### src/rtl/muldiv_unit.sv
// Iterative RV32M multiply/divide: shift-add multiply and restoring divide, one bit per cycle.
// Optional: define MULDIV_EARLY_OUT_EN to let multiplies leave CALC once the remaining multiplier bits are zero.
module muldiv_unit #(
    parameter int XLEN = 32,
    localparam int CNT_W = $clog2(XLEN)
) (
    input  logic            clk,
    input  logic            rst,
    input  logic            start,
    input  logic [2:0]      funct3,
    input  logic [XLEN-1:0] rs1_data,
    input  logic [XLEN-1:0] rs2_data,
    input  logic            kill,
    output logic            busy,
    output logic            done,
    output logic [XLEN-1:0] result
);
    localparam logic [1:0] S_IDLE = 2'd0;
    localparam logic [1:0] S_CALC = 2'd1;
    localparam logic [1:0] S_FIX  = 2'd2;
    localparam logic [1:0] S_DONE = 2'd3;

    localparam logic [CNT_W-1:0] CNT_LAST = CNT_W'(XLEN - 1);
    localparam logic [CNT_W-1:0] CNT_ONE  = CNT_W'(1);
    localparam logic [XLEN-1:0]  INT_MIN  = {1'b1, {(XLEN-1){1'b0}}};

    logic [1:0]        state_q, state_d;
    logic [2:0]        op_q, op_d;
    logic              signA_q, signA_d, signB_q, signB_d;
    logic [CNT_W-1:0]  cnt_q, cnt_d;
    logic [2*XLEN-1:0] acc_q, acc_d;
    logic [2*XLEN-1:0] mcand_q, mcand_d;
    logic [XLEN-1:0]   mplier_q, mplier_d;
    logic [XLEN-1:0]   rem_q, rem_d;
    logic [XLEN-1:0]   result_q, result_d;

    logic              aSignedIn, bSignedIn, signAIn, signBIn, divZeroIn, ovfIn;
    logic [XLEN-1:0]   absAIn, absBIn, specialRes;
    logic [XLEN:0]     divShift;
    logic [XLEN-1:0]   divTrial;
    logic              divGe, calcLast;
    logic [2*XLEN-1:0] prodFix;
    logic [XLEN-1:0]   quoFix, remFix, fixRes;

    // Decode of an incoming request: operand signs, magnitudes and the results of the bypass cases.
    always_comb begin
        aSignedIn  = (funct3 == 3'b001) || (funct3 == 3'b010) || (funct3 == 3'b100) || (funct3 == 3'b110);
        bSignedIn  = (funct3 == 3'b001) || (funct3 == 3'b100) || (funct3 == 3'b110);
        signAIn    = aSignedIn && rs1_data[XLEN-1];
        signBIn    = bSignedIn && rs2_data[XLEN-1];
        absAIn     = signAIn ? -rs1_data : rs1_data;
        absBIn     = signBIn ? -rs2_data : rs2_data;
        divZeroIn  = funct3[2] && (rs2_data == '0);
        ovfIn      = funct3[2] && !funct3[0] && (rs1_data == INT_MIN) && (rs2_data == '1);
        specialRes = '0;
        if (divZeroIn) begin
            specialRes = funct3[1] ? rs1_data : '1;
        end else if (ovfIn) begin
            specialRes = funct3[1] ? '0 : rs1_data;
        end
    end

    // Restoring-divide step: the divisor lives in the low half of mcand, the dividend shifts out of mplier.
    always_comb begin
        divShift = {rem_q, mplier_q[XLEN-1]};
        divGe    = divShift >= {1'b0, mcand_q[XLEN-1:0]};
        divTrial = divShift[XLEN-1:0] - mcand_q[XLEN-1:0];
`ifdef MULDIV_EARLY_OUT_EN
        calcLast = (cnt_q == '0) || (!op_q[2] && (mplier_q[XLEN-1:1] == '0));
`else
        calcLast = (cnt_q == '0);
`endif
    end

    always_comb begin
        prodFix = (signA_q ^ signB_q) ? -acc_q : acc_q;
        quoFix  = (signA_q ^ signB_q) ? -mplier_q : mplier_q;
        remFix  = signA_q ? -rem_q : rem_q;
        case (op_q)
            3'b000:                 fixRes = prodFix[XLEN-1:0];
            3'b001, 3'b010, 3'b011: fixRes = prodFix[2*XLEN-1:XLEN];
            3'b100, 3'b101:         fixRes = quoFix;
            default:                fixRes = remFix;
        endcase
    end

    always_comb begin
        state_d  = state_q;
        op_d     = op_q;
        signA_d  = signA_q;
        signB_d  = signB_q;
        cnt_d    = cnt_q;
        acc_d    = acc_q;
        mcand_d  = mcand_q;
        mplier_d = mplier_q;
        rem_d    = rem_q;
        result_d = result_q;
        case (state_q)
            S_IDLE: begin
                if (start && !kill) begin
                    op_d     = funct3;
                    signA_d  = signAIn;
                    signB_d  = signBIn;
                    cnt_d    = CNT_LAST;
                    acc_d    = '0;
                    rem_d    = '0;
                    mcand_d  = {{XLEN{1'b0}}, (funct3[2] ? absBIn : absAIn)};
                    mplier_d = funct3[2] ? absAIn : absBIn;
                    if (divZeroIn || ovfIn) begin
                        result_d = specialRes;
                        state_d  = S_DONE;
                    end else begin
                        state_d  = S_CALC;
                    end
                end
            end
            S_CALC: begin
                if (!op_q[2]) begin
                    if (mplier_q[0]) begin
                        acc_d = acc_q + mcand_q;
                    end
                    mcand_d  = mcand_q << 1;
                    mplier_d = mplier_q >> 1;
                end else begin
                    rem_d    = divGe ? divTrial : divShift[XLEN-1:0];
                    mplier_d = {mplier_q[XLEN-2:0], divGe};
                end
                if (calcLast) begin
                    state_d = S_FIX;
                end else begin
                    cnt_d = cnt_q - CNT_ONE;
                end
            end
            S_FIX: begin
                result_d = fixRes;
                state_d  = S_DONE;
            end
            default: begin
                state_d = S_IDLE;
            end
        endcase
        // A flush drops the operation without touching the visible result.
        if (kill && (state_q != S_IDLE)) begin
            state_d  = S_IDLE;
            result_d = result_q;
        end
    end

    always_ff @(posedge clk or negedge rst) begin
        if (!rst) begin
            state_q  <= S_IDLE;
            op_q     <= '0;
            signA_q  <= 1'b0;
            signB_q  <= 1'b0;
            cnt_q    <= '0;
            acc_q    <= '0;
            mcand_q  <= '0;
            mplier_q <= '0;
            rem_q    <= '0;
            result_q <= '0;
        end else begin
            state_q  <= state_d;
            op_q     <= op_d;
            signA_q  <= signA_d;
            signB_q  <= signB_d;
            cnt_q    <= cnt_d;
            acc_q    <= acc_d;
            mcand_q  <= mcand_d;
            mplier_q <= mplier_d;
            rem_q    <= rem_d;
            result_q <= result_d;
        end
    end

    assign busy   = (state_q == S_CALC) || (state_q == S_FIX);
    assign done   = (state_q == S_DONE);
    assign result = result_q;

endmodule

### config.mk
export PLATFORM = sky130hd
export DESIGN_NAME = muldiv_unit
export DESIGN_NICKNAME = d
export VERILOG_FILES = /design/src/rtl/muldiv_unit.sv
export SDC_FILE = /design/constraint.sdc
export NUM_CORES = 1
export LEC_CHECK = 0
export BUFFER_PORTS_ARGS = -buffer_cell sky130_fd_sc_hd__buf_2
export CAP_MARGIN = 20
export CORE_MARGIN = 2
export CORE_UTILIZATION = 55
export CTS_BUF_LIST = sky130_fd_sc_hd__clkbuf_16
export CTS_CLUSTER_DIAMETER = 60
export CTS_CLUSTER_SIZE = 30
export DETAILED_ROUTE_END_ITERATION = 12
export HOLD_SLACK_MARGIN = 0.06
export PLACE_DENSITY = 0.79
export SLEW_MARGIN = 5
export SYNTH_ARGS = -nofsm -noshare
export SYNTH_HDL_FRONTEND = slang
export SYNTH_SLANG_ARGS = --single-unit
### constraint.sdc
create_clock -name clk -period 3.4 [get_ports clk]
set_input_delay 0.51 -clock clk [delete_from_list [all_inputs] [get_ports clk]]
set_output_delay 0.51 -clock clk [all_outputs]
set_load 0.02 [all_outputs]
==> impl_results.rst <==
.. list-table::
   :header-rows: 1

   * - Metric
     - Value
   * - Outcome
     - completed
   * - Number of buffers inserted during clock tree synthesis
     - 26
   * - Number of instances in the synthesized netlist
     - 2722
   * - Prevailing post-synth register cell
     - dfrtp_1
   * - Pin count of the biggest net entering global routing
     - 74
   * - Layout overhead on the synthesized area
     - 17.5%
   * - Final Routed Wirelength
     - 83300 um
   * - Clock period minus final worst setup slack
     - 3.36 ns
   * - Number of buffers between clock root and the deepest sink
     - 3
   * - Largest fanout on the critical path
     - 4
   * - Share of flip-flops with an asynchronous set or reset
     - 1.00
   * - Die boundary width
     - 200 um
   * - Max-capacitance violation count
     - 0
   * - HPWL Detailed
     - 65300 um
   * - Clk slew on worst S/H paths
     - 0.07 ns
   * - Xor and xnor fraction of the mapped netlist area
     - 0.108
   * - Antenna violations before repair
     - 4
   * - Crit-path most repeated cell
     - or4_4
   * - Layout Nets
     - 3109
   * - Delay of the slowest critical-path stage
     - 0.55 ns
   * - Power density over the cells
     - 899 nW/um2
   * - Worst clock skew
     - 0.0219 ns
   * - Drt first pass iters
     - 6
   * - CTS tree
     - yes
   * - Final clock period utilization by the worst path
     - 0.989
   * - Deepest level of the CTS H-tree
     - 1
   * - Startpoint-to-endpoint class of the critical path
     - flip-flop to flip-flop
   * - Detailed-route via count
     - 22700
   * - Count of distinct cell types in the synthesized netlist
     - 81
   * - Core Area
     - 37800 um2
   * - Post-Synth Simple-Gate Area
     - 0.186
   * - Worst Setup Slack, final
     - 0.0368 ns
   * - Number of placed I/O pins
     - 105
   * - Peak ir drop on the vdd network
     - 503 uV
   * - Placement Rows
     - 71
   * - Total global routing track utilization
     - 0.408
   * - Most frequent standard cell in the layout excluding fill and tap cells
     - nand2_1
   * - Transition time of the tightest slew-check pin
     - 0.902 ns
   * - Worst setup slack after placement
     - -0.0726 ns
   * - Number of slew-limit violations in the final report
     - 0
   * - Wire length of the first global-routing pass
     - 123000 um
   * - Fin. Hold Viols
     - 0
   * - Capturing element type of the critical path
     - flip-flop
   * - TritonCTS Sinks
     - 236
   * - Leading cell types in the layout, fill and taps excluded
     - 291 x nand2_1, 283 x o21ai_0, 234 x dfrtp_1, 234 x buf_4, 233 x a21oi_1
   * - Yosys warns
     - 0
   * - Antenna violation net count after detailed routing
     - 0
   * - Number of port buffers
     - 104
   * - Mean routed wirelength per cell
     - 24.1 um
   * - Net count of the mapped netlist
     - 2902
   * - List of cells traversed by the critical path
     - or4_4 -> or3_4 -> or4_4 -> nand2b_4 -> or4_4 -> o21ai_2 -> xnor2_2 -> o21ai_1 -> a221o_1 -> nand3_1
   * - Aggregate global routing overflow
     - 0
   * - Fin Setup TNS
     - 0 ns
   * - Effective utilization at floorplan
     - 0.560
   * - Die extent in y
     - 200 um
   * - Later-pin clock latency in the skew report
     - 0.58 ns
   * - Fraction of synthesized area in multiplexers
     - 0.0344
   * - Seq cells post-synth
     - 236
   * - Post-Synthesis Mean Instance Area
     - 7.77 um2
   * - Path category of the worst min-delay check
     - primary input to flip-flop
   * - Slew margin rel.
     - 0.398
   * - Category of the worst setup path launch point
     - flip-flop
   * - Violation count after the first detailed-routing iteration
     - 2430
   * - Total Die Area
     - 40000 um2
   * - Static Leak
     - 11.0 nW
   * - Post-synthesis share of cell area spent on full adders, half adders and majority gates
     - 0.0652
   * - Combinational family with the most area after synthesis
     - compound AO/OA/AOI/OAI gates
   * - Unrepaired setup endpoints after global routing
     - true
   * - Via-to-Cell Ratio
     - 6.55
   * - Detailed-route DRC error count
     - 0
   * - Root buf cell
     - clkbuf_16
   * - Number of failing setup endpoints in the final timing report
     - 0
   * - Placer's final routability congestion estimate
     - 1.04
   * - Number of flops mapped to enable cells by yosys
     - 0
   * - Portion of the post-synthesis area used by sequential elements
     - 0.279
   * - Arrival time of the worst setup path
     - 3.87 ns
   * - Final core utilization
     - 0.658
   * - Fraction of the mapped netlist area in compound gates
     - 0.282
   * - Fraction of final layout cells sized beyond drive strength 1
     - 0.165
   * - Worst Path Required
     - 3.91 ns
   * - Fmax
     - 297 MHz
   * - Vias in the first global route
     - 20800
   * - Cell area after synthesis
     - 21100 um2
   * - Slowest cell on crit path
     - or4_4
-- state kept, by name, indices dropped and copies added, names as in the netlist --
name and flops:
signB_q 1, cnt_q 5, result 32, signA_q 1
state_q 2, acc_q 64, op_q 3, mplier_q 32
rem_q 32, mcand_q 64
-- where the power goes --
part | switching (mW) | internal [mW] | total [mW]
Combinational | 9.11 | 5.40 | 14.5
Clock | 1.38 | 1.73 | 3.12
Sequential | 1.10 | 3.62 | 4.72
-- kinds of logic after synthesis --
| kind of cell | Yosys count |
|---|---|
| AOI/OAI and AO/OA | 953 |
| xor gates and xnor gates | 260 |
| adders and majority gates | 109 |
| buffers and inverters | 256 |
| DFF | 236 |
| muxes | 71 |
| and+or+nand+nor | 837 |
-- cells in the mapped netlist (7+ instances only) --
cell,n,area share
or3_1,32,0.0095
nand2b_1,16,0.0047
clkbuf_1,156,0.028
a2bb2oi_1,7,0.0029
o211ai_1,33,0.012
buf_1,9,0.0016
a41oi_1,9,0.0037
a211oi_1,66,0.023
mux2i_1,58,0.027
o221ai_1,14,0.0058
dfrtp_1,236,0.28
nor2b_1,10,0.0030
o21ai_1,11,0.0026
nand2_1,293,0.052
o21bai_1,16,0.0057
or2_2,11,0.0033
a21oi_1,236,0.056
o22ai_1,12,0.0036
nor4_1,23,0.0068
or4_1,17,0.0060
o31ai_1,37,0.013
xnor2_1,132,0.055
nand3_1,47,0.011
a22o_1,40,0.017
ha_1,107,0.063
and2_1,28,0.0083
mux2_2,13,0.0069
inv_1,87,0.015
and3_1,8,0.0024
nor2_1,231,0.041
o21ai_0,292,0.069
a21o_1,46,0.016
o41ai_1,22,0.0091
nand4_1,27,0.0080
xor2_1,128,0.053
a31oi_1,42,0.012
nor3_1,59,0.014
-- worst paths after layout --
path / slack, ns / to / from / cells after the start
worst max-delay path: 0.04 / result[31] / acc_q[49] / 10
worst min-delay path: 0.29 / op_q[0] / funct3[0] / 2
worst max register to register: 0.04 / result[31] / acc_q[49] / 10
worst min register to register: 0.50 / result[21] / result[21] / 2
max in group asynchronous: 2.02 / mcand_q[16] / rst / 3
min in group asynchronous: 0.50 / mcand_q[52] / rst / 2
-- per-stage QoR --
step	instances	area [um2]	hold slack [ns]	power (mW)
global route	3460	24800	0.276	23.5
detailed placement	3401	23600	0.484	18.4
CTS	3450	24600	0.272	21.6
finish	3461	24900	0.289	22.3
global placement	3401	23600	0.480	18.2
floorplan	2722	21100	0.214	13.3
-- layer usage --
layer,GRT usage,vias to the layer above,part of all wire
li1,-,10400,-
met1,0.552,10900,0.41
met2,0.642,1229,0.44
met3,0.0867,173,0.11
met4,0.151,4,0.043
met5,0,-,0.00031
-- critical path, delay by kind of cell (launching register included) --
family           cells  cell delay, ns
AO/OA/AOI/OAI        3            0.67
XOR/XNOR             1            0.15
flip-flops           1            0.39
AND/OR/NAND/NOR      6            2.08
-- repair_timing --
action	CTS	global route
setup endpoints to repair	27	64
hold endpoints to repair	68	0
hold buffers	1	0
buffers inserted	0	10
pin swaps	1	10
gates resized for setup	7	46
-- final cells by class --
type | instances | area, um2
clock inverters | 21 | 262
well taps | 511 | 639
multi-input cells | 2230 | 14600
repair buffers | 348 | 2480
diodes | 1 | 2.50
clock buffers | 27 | 676
fillers | 3241 | 12900
inverters | 87 | 327
flip-flops and latches | 236 | 5910
Note: power is estimated with default switching activity, not from simulation.
